## src/rtl/intr_ctrl_pkg.sv

```systemverilog
// rtl/intr_ctrl_pkg.sv - core85 interrupt source codes, restart vectors and RIM/SIM bit positions
package intr_ctrl_pkg;

    typedef logic [2:0] src_t;

    localparam src_t SRC_NONE  = 3'd0;
    localparam src_t SRC_TRAP  = 3'd1;
    localparam src_t SRC_RST75 = 3'd2;
    localparam src_t SRC_RST65 = 3'd3;
    localparam src_t SRC_RST55 = 3'd4;
    localparam src_t SRC_INTR  = 3'd5;

    localparam logic [15:0] VEC_TRAP  = 16'h0024;
    localparam logic [15:0] VEC_RST75 = 16'h003C;
    localparam logic [15:0] VEC_RST65 = 16'h0034;
    localparam logic [15:0] VEC_RST55 = 16'h002C;
    localparam logic [15:0] VEC_NONE  = 16'h0000;

    // RIM image bit positions
    localparam int RIM_SID = 7;
    localparam int RIM_I75 = 6;
    localparam int RIM_I65 = 5;
    localparam int RIM_I55 = 4;
    localparam int RIM_IE  = 3;

    // SIM control bit positions; masks occupy [2:0] as {M7.5,M6.5,M5.5}
    localparam int SIM_SOD = 7;
    localparam int SIM_SDE = 6;
    localparam int SIM_R75 = 4;
    localparam int SIM_MSE = 3;
    localparam int MSK_75  = 2;
    localparam int MSK_65  = 1;
    localparam int MSK_55  = 0;

    function automatic logic [15:0] src_vec(input src_t src);
        case (src)
            SRC_TRAP:  src_vec = VEC_TRAP;
            SRC_RST75: src_vec = VEC_RST75;
            SRC_RST65: src_vec = VEC_RST65;
            SRC_RST55: src_vec = VEC_RST55;
            default:   src_vec = VEC_NONE;
        endcase
    endfunction

endpackage

```

## src/rtl/intr_ctrl_edge_det.sv

```systemverilog
// rtl/intr_ctrl_edge_det.sv - rising-edge detector on an s-stage level, blind to levels held through reset
module edge_det (
    input  logic clk_,
    input  logic rst_,
    input  logic lvl,
    output logic rise
);

    logic prev;
    logic vld;
    logic armed;

    // armed only once a genuine low sample is seen, so a pin high across reset release is not an edge
    always_ff @(posedge clk_ or posedge rst_) begin
        if (rst_) begin
            prev  <= 1'b0;
            vld   <= 1'b0;
            armed <= 1'b0;
        end else begin
            prev <= lvl;
            vld  <= 1'b1;
            if (vld && !lvl)
                armed <= 1'b1;
        end
    end

    assign rise = lvl & ~prev & armed;

endmodule

```

## src/rtl/intr_ctrl.sv

```systemverilog
// rtl/intr_ctrl.sv - 8085-style interrupt controller; optional serial SID/SOD under INTR_SERIAL_EN
module intr_ctrl
    import intr_ctrl_pkg::*;
(
    input  logic        clk_,
    input  logic        rst_,
    input  logic        trap,
    input  logic        rst75,
    input  logic        rst65,
    input  logic        rst55,
    input  logic        intr,
    input  logic        ack,
    input  logic        ei,
    input  logic        di,
    input  logic        sim_wr,
    input  logic [7:0]  sim_dat,
`ifdef INTR_SERIAL_EN
    input  logic        sid,
`endif
    output logic [7:0]  rim_dat,
    output logic        int_req,
    output logic [2:0]  int_src,
    output logic [15:0] int_vec,
    output logic        inte
`ifdef INTR_SERIAL_EN
    ,
    output logic        sod
`endif
);

    logic       trap_s, r75_s, r65_s, r55_s, intr_s;
    logic       trap_rise, r75_rise;
    logic       trap_lat, r75_lat;
    logic [2:0] mask;
    logic       ack_fire, clr_trap, clr_r75, sim_r75_clr;
    logic       eff_trap, eff_r75, eff_ie;
    src_t       nxt_src;
    logic       sid_bit;

    always_ff @(posedge clk_ or posedge rst_) begin
        if (rst_) begin
            trap_s <= 1'b0;
            r75_s  <= 1'b0;
            r65_s  <= 1'b0;
            r55_s  <= 1'b0;
            intr_s <= 1'b0;
        end else begin
            trap_s <= trap;
            r75_s  <= rst75;
            r65_s  <= rst65;
            r55_s  <= rst55;
            intr_s <= intr;
        end
    end

    edge_det u_trap_edge (.clk_(clk_), .rst_(rst_), .lvl(trap_s), .rise(trap_rise));
    edge_det u_r75_edge  (.clk_(clk_), .rst_(rst_), .lvl(r75_s),  .rise(r75_rise));

    assign ack_fire    = ack & int_req;
    assign clr_trap    = ack_fire && (int_src == SRC_TRAP);
    assign clr_r75     = ack_fire && (int_src == SRC_RST75);
    assign sim_r75_clr = sim_wr & sim_dat[SIM_R75];

    // a fresh rising edge outranks any clear landing in the same cycle
    always_ff @(posedge clk_ or posedge rst_) begin
        if (rst_) begin
            trap_lat <= 1'b0;
            r75_lat  <= 1'b0;
            inte     <= 1'b0;
            mask     <= 3'b111;
        end else begin
            trap_lat <= trap_rise | (trap_lat & ~clr_trap);
            r75_lat  <= r75_rise | (r75_lat & ~clr_r75 & ~sim_r75_clr);
            if (di || ack_fire)
                inte <= 1'b0;
            else if (ei)
                inte <= 1'b1;
            if (sim_wr && sim_dat[SIM_MSE])
                mask <= sim_dat[2:0];
        end
    end

    // the served source and inte are withdrawn before re-arbitration so an ack drops int_req at once
    assign eff_trap = trap_lat & ~clr_trap;
    assign eff_r75  = r75_lat & ~clr_r75;
    assign eff_ie   = inte & ~ack_fire;

    always_comb begin
        nxt_src = SRC_NONE;
        if (eff_trap && trap_s)
            nxt_src = SRC_TRAP;
        else if (eff_ie && !mask[MSK_75] && eff_r75)
            nxt_src = SRC_RST75;
        else if (eff_ie && !mask[MSK_65] && r65_s)
            nxt_src = SRC_RST65;
        else if (eff_ie && !mask[MSK_55] && r55_s)
            nxt_src = SRC_RST55;
        else if (eff_ie && intr_s)
            nxt_src = SRC_INTR;
    end

    always_ff @(posedge clk_ or posedge rst_) begin
        if (rst_) begin
            int_req <= 1'b0;
            int_src <= SRC_NONE;
            int_vec <= VEC_NONE;
        end else begin
            int_req <= (nxt_src != SRC_NONE);
            int_src <= nxt_src;
            int_vec <= src_vec(nxt_src);
        end
    end

`ifdef INTR_SERIAL_EN
    logic sid_s;
    logic unused_sim;

    always_ff @(posedge clk_ or posedge rst_) begin
        if (rst_) begin
            sid_s <= 1'b0;
            sod   <= 1'b0;
        end else begin
            sid_s <= sid;
            if (sim_wr && sim_dat[SIM_SDE])
                sod <= sim_dat[SIM_SOD];
        end
    end

    assign sid_bit    = sid_s;
    assign unused_sim = sim_dat[5];
`else
    logic unused_sim;

    assign sid_bit    = 1'b0;
    assign unused_sim = ^sim_dat[7:5];
`endif

    always_comb begin
        rim_dat          = 8'h00;
        rim_dat[RIM_SID] = sid_bit;
        rim_dat[RIM_I75] = r75_lat;
        rim_dat[RIM_I65] = r65_s;
        rim_dat[RIM_I55] = r55_s;
        rim_dat[RIM_IE]  = inte;
        rim_dat[2:0]     = mask;
    end

endmodule

```

## config.mk

```make
export PLATFORM = sky130hd
export DESIGN_NAME = intr_ctrl
export DESIGN_NICKNAME = d
export VERILOG_FILES = /design/src/rtl/intr_ctrl_pkg.sv /design/src/rtl/intr_ctrl_edge_det.sv /design/src/rtl/intr_ctrl.sv
export SDC_FILE = /design/constraint.sdc
export NUM_CORES = 1
export LEC_CHECK = 0
export CAP_MARGIN = 5
export CORE_MARGIN = 8
export CORE_UTILIZATION = 40
export CTS_BUF_LIST = sky130_fd_sc_hd__clkbuf_16
export CTS_CLUSTER_SIZE = 8
export DETAILED_ROUTE_END_ITERATION = 12
export PLACE_DENSITY = 0.79
export SKIP_LAST_GASP = 1
export SLEW_MARGIN = 20
export SYNTH_ARGS = -nofsm -noshare
export SYNTH_HDL_FRONTEND = slang
export SYNTH_HIERARCHICAL = 1
export SYNTH_SLANG_ARGS = --single-unit
```

## constraint.sdc

```tcl
create_clock -name clk_ -period 3.7 [get_ports clk_]
set_clock_uncertainty 0.05 [all_clocks]
set_input_delay 0.555 -clock clk_ [delete_from_list [all_inputs] [get_ports clk_]]
set_output_delay 0.555 -clock clk_ [all_outputs]
set_load 0.005 [all_outputs]
```

==> impl_metrics.ini <==
[status]
outcome = finished clean

[routing]
dr.pass1.iters = 4
wl_met3_um = 321
drt_iter0_drc = 3
routed.top_layer = met4
avgRoutedWirePerCell_um = 13.1
drc = 0
dr_total_vias = 680
dr_wl_met2_um = 857
wl_met1_um = 739
totalWireLength_um = 1950
avgViaCountPerCell = 4.56
ant_nets = 0

[setup_path]
critPathTopFamily = flip-flops
crit_type = flip-flop to primary output
slowest_stage = dfstp_2
crit_path_end_kind = primary output
crit_buf_inv = 1
critPathLaunchType = flip-flop
worstPathArrival_ps = 1310
path_cells = clkdlybuf4s50_1
cp.required_ps = 3090
worstPathMaxFanout = 4
r2r_slack_ps = 2330
max_stage_delay_ps = 550

[grt]
grt_max_degree = 19
grt_overflow = 0
first_global_vias = 742
track_usage = 0.0929
antenna_found_initial = 0
grt_pass1_wl_um = 3140

[clock_tree]
htreeDepth = 1
cts_inserted_buffers = 3
cts_hold_buf = 0
cts.sinks = 24
cts_resized = 0
cts_setup_buffers = 0
cts_root_buffer = clkbuf_16
clkLatencyLatePin_ps = 250
clk_path_buf_depth = 2
cts_tree = built
clk_pin_slew_ps = 60

[floorplanning]
rows = 18
start_util = 0.416
io_pins = 48
fp.coreArea_um2 = 2430
dieWidth_um = 66.3
die_h_um = 66.3
die_area_um2 = 4390

[timing]
drv_slew = 0
tightest_slew_ps = 665
final_hold_viol_count = 0
tns_ps = 0
slew_headroom = 0.556
fin_crit_ps = 1910
timing.final.ws_setup_ps = 1790
finalSetupViolations = 0
rsz0062_at_grt = false
fin_crit_sh = 0.517
max_freq_mhz = 523

[synth]
ys.flop_type = dfrtp_1
synth.largest_area_cell = dfrtp_1
ys.warnings.count = 6
synth_top_area_frac = 0.520
synth_common_cells = 21 x dfrtp_1, 18 x buf_4, 8 x nor2_1
yosysMostFrequentCell = dfrtp_1
ys_types = 23
synth_area_um2 = 1010
synthCells = 90
yosys-top-cells-area = dfrtp_1 52%, buf_4 13%, dfstp_2 7.8%
synth_seq_area_share = 0.598
async_flop_share = 1.00
ys_ff_latch = 24
syn_area_per_cell_um2 = 11.2
synth_edf_count = 0

[placement]
place_hpwl_um = 1600
place_area_um2 = 1270
place_ws_ps = 1660
io_buffers = 31
place.gp.congestion = 0.771

[finish]
final_area_um2 = 1350
final_nets = 139
layout-drive-gt1-share = 0.101
antennaDiodeCount = 0
top_regs = int_src: 3 flops, int_vec: 3 flops, mask: 3 flops
area_growth_pct = 33.3

[power]
p_leak_nw = 0.605
vdd_ir_drop_max_mv = 0.233
power.density_nw_per_um2 = 483

[min_path]
hp-class = flip-flop to flip-flop

[flow_run]
drv_cap = 0
placed cells by master, fill, tap and decap left out:
cell              n
nand2b_1          2
nand2_1           6
a31o_1            1
nor3_1            1
nor4_1            2
o21ba_2           1
or3_2             1
dfrtp_1          21
conb_1           15
or4b_1            1
o311ai_0          1
mux2_2            3
dfstp_2           3
a21o_1            3
o31ai_1           1
inv_1             6
clkdlybuf4s50_1  31
nor2_1            8
nor2b_1           3
nand2_2           1
clkbuf_16         3
o21ai_0           3
nand3_1           1
a21oi_1           1
metrics by stage:
| stage | hold WS (ps) | power [mW] | instances | util |
|---|---|---|---|---|
| final | 355 | 0.652 | 149 | 0.554 |
| after global routing | 365 | 0.692 | 149 | 0.554 |
| after CTS | 361 | 0.661 | 149 | 0.554 |
| after detailed placement | 349 | 0.432 | 145 | 0.522 |
| after global placement | 330 | 0.426 | 145 | 0.522 |
| after floorplan | 259 | 0.374 | 102 | - |
final timing paths:
path,start,to,depth (start not counted)
worst max-delay path,mask[0]$_DFFE_PP1P_,rim_dat[0],1
worst min-delay path,r75_s$_DFF_PP0_,u_r75_edge/prev$_DFF_PP0_,0
worst max register to register,int_req$_DFF_PP0_,r75_lat$_DFF_PP0_,3
worst min register to register,r75_s$_DFF_PP0_,u_r75_edge/prev$_DFF_PP0_,0
max in group asynchronous,rst_,trap_lat$_DFF_PP0_,2
min in group asynchronous,rst_,u_trap_edge/armed$_DFFE_PP0P_,2
worst register-to-register path, stage by stage, from the launching register on:
cell and delay (ps):
dfrtp_1 360, nand2_2 90, or4b_1 530, a31o_1 230
report_power, final:
group / leakage (nW) / internal, mW / switching [mW]
registers: 0.279 / 0.292 / 0.0182
clock network: 0.0423 / 0.144 / 0.0819
logic: 0.283 / 0.0700 / 0.0458
routing by layer:
layer  track usage  vias to the layer above
li1              -                      316
met4        0.0480                        0
met2         0.148                       44
met5             0                        -
met1        0.0982                      317
met3        0.0475                        3
logic make-up after synthesis:
logic type / after synthesis / share of synthesized area
muxes: 3 / 0.0334
buffers and inverters: 23 / 0.152
other: 3 / 0.0111
AOI/OAI and AO/OA: 11 / 0.0767
and+or+nand+nor: 26 / 0.129
DFF: 24 / 0.598
cell type report:
class | count | area, µm²
timing repair buffer | 31 | 310
multi-input combinational | 55 | 298
inverter | 5 | 18.8
sequential | 24 | 604
fill | 226 | 1080
tap | 30 | 37.5
clock buffer | 3 | 75.1
clock inverter | 1 | 3.75
Power figures use the tool's default switching activity.
==> RTL edit (config.mk and constraints unchanged) <==
Add a define of `INTR_SERIAL_EN`.
--- a/src/rtl/intr_ctrl.sv
+++ b/src/rtl/intr_ctrl.sv
@@ -1,2 +1,4 @@
 // rtl/intr_ctrl.sv - 8085-style interrupt controller; optional serial SID/SOD under INTR_SERIAL_EN
+`define INTR_SERIAL_EN
+
 module intr_ctrl
Ports: changed (added sid and sod); port bits go from 48 to 50. The function was not compared with the original's and may differ.
==> RTL edit against the original RTL <==
- highest routed layer unchanged
- worst hold slack got worse by 0.0024 ns
- sequential cell count rose by 2
- die area rose by 4.9%
- design area rose by 8.4%
- count of clock-buffer cells in the layout did not move
- cell count rose by 6.0%
- clock power rose by 2%
- critical endpoint is now rim_dat[2]
- area after synthesis rose by 6.4%
- worst setup slack got worse by 0.013 ns
- total power rose by 6.3%
- routed wire length rose by 10%
- first-iteration DRC count rose to 5.0 times the old value
==> RTL edit: results <==
[run_status]
status = complete, no violations

[global_routing]
grt_max_degree = 21
grt_use_met3_pct = 6.383
first_global_vias = 793
use_met2_pct = 16.69
grt_usage_pct = 9.517
grtUsageMet1_pct = 9.633
grt_pass1_wl_um = 3374
antenna_found_initial = 0

[place]
hpwl_um = 1776
portBuffers = 36
gp_congestion = 0.7258

[route]
drt_iter0_markers = 15
avgViaCountPerCell = 4.468
routed_wl_um = 2154
firstDrtPassIters = 4
via_count = 706

[setup_path]
setup.worst_path.end = rim_dat[2]
timing.reg2reg.setup_slack_ns = 2.30
critPathMaxStageDelay_ns = 0.55
crit_family = flip-flops
critPathArrivalTime_ns = 1.32
cp_slowest_cell = dfstp_2
reg2regPathDepth = 3
crit_fanout = 3
crit_path_start = mask[2]
r2r_end = int_req
r2r_start = int_src[1]

[clock_tree]
clockBufferDepth = 2
cts_resized = 0
clk_latency_ns = 0.25
clock-root-buffer = clkbuf_16
h-tree-depth = 1
path_clk_slew_ns = 0.06
cts_setup_buffers = 0
cts_buffers = 3

[worst_hold_path]
hp-class = flop to flop

[synth]
yosys.cell_types.count = 23
yosysWarnings = 6
yosysSeqAreaShare_pct = 60.81
ys_top_cells_by_count = dfrtp_1 (23), buf_4 (18), nor2_1 (8)
syn_inst = 94
async_reset_ff_share_pct = 100.0
synth_area_leaders = dfrtp_1 (53%), buf_4 (13%), dfstp_2 (7.3%)

[power]
vdd_drop_max_v = 0.0003679
leakage_uw = 0.0006462

[layout]
reg.largest.list = int_src x3, int_vec x3, mask x3
diodes = 0
drive_gt1_share_pct = 10.24
nets = 148

[sta]
worst_pin_slew_ns = 0.7331
RTL edit: worst min path at each step:
stage,startpoint,slack (ns),end,depth (start not counted)
floorplan,rst_,0.26,u_r75_edge/armed,1
global placement,r75_s,0.33,u_r75_edge/prev,0
detailed placement,r75_s,0.34,u_r75_edge/prev,0
CTS,r75_s,0.36,u_r75_edge/prev,0
global route,r75_s,0.36,u_r75_edge/prev,0
finish,r75_s,0.35,u_r75_edge/prev,0
RTL edit: worst register-to-register path, cell delays in order, from the launching register on:
cell and delay, ns:
dfrtp_1 0.39, nand2b_1 0.15, o311ai_0 0.48, o21ai_0 0.18
RTL edit: area by class of cell:
class	count	area (um2)
clock buffer	3	75.07
clock inverter	1	3.754
fill	236	1202
inverter	5	18.77
multi-input combinational	56	309.0
sequential	26	654.4
tap	31	38.79
timing repair buffer	36	360.3
RTL edit: metrics by stage:
step | setup WS, ns | hold slack (ns) | cell area (um2)
after global routing | 1.733 | 0.3634 | 1460
after CTS | 1.761 | 0.3574 | 1460
after floorplan | 2.261 | 0.2586 | 1117
after global placement | 1.703 | 0.3323 | 1381
final | 1.775 | 0.3521 | 1460
after detailed placement | 1.625 | 0.3432 | 1381
RTL edit: cell families after synthesis:
logic type / after synthesis / share of synthesized area [%]
AO/OA/AOI/OAI: 11 / 7.209
buffers and inverters: 23 / 14.30
flip-flops: 26 / 60.81
multiplexers: 4 / 4.186
other: 3 / 1.046
AND/OR/NAND/NOR: 27 / 12.44
RTL edit: report_power, final:
group | internal (uW) | total, uW | switching (uW) | leakage (uW)
Combinational | 77.9 | 126 | 48.3 | 0.000305
Clock | 144 | 231 | 87.1 | 0.0000385
Sequential | 316 | 335 | 19.4 | 0.000303
Total | 538 | 693 | 155 | 0.000646
RTL edit: layer usage:
metal	vias up	wire [um]	share of wire, %
li1	336	-	-
met2	46	952	44
met3	2	382	18
met5	-	0	0
met1	322	813	38
met4	0	6	0.28
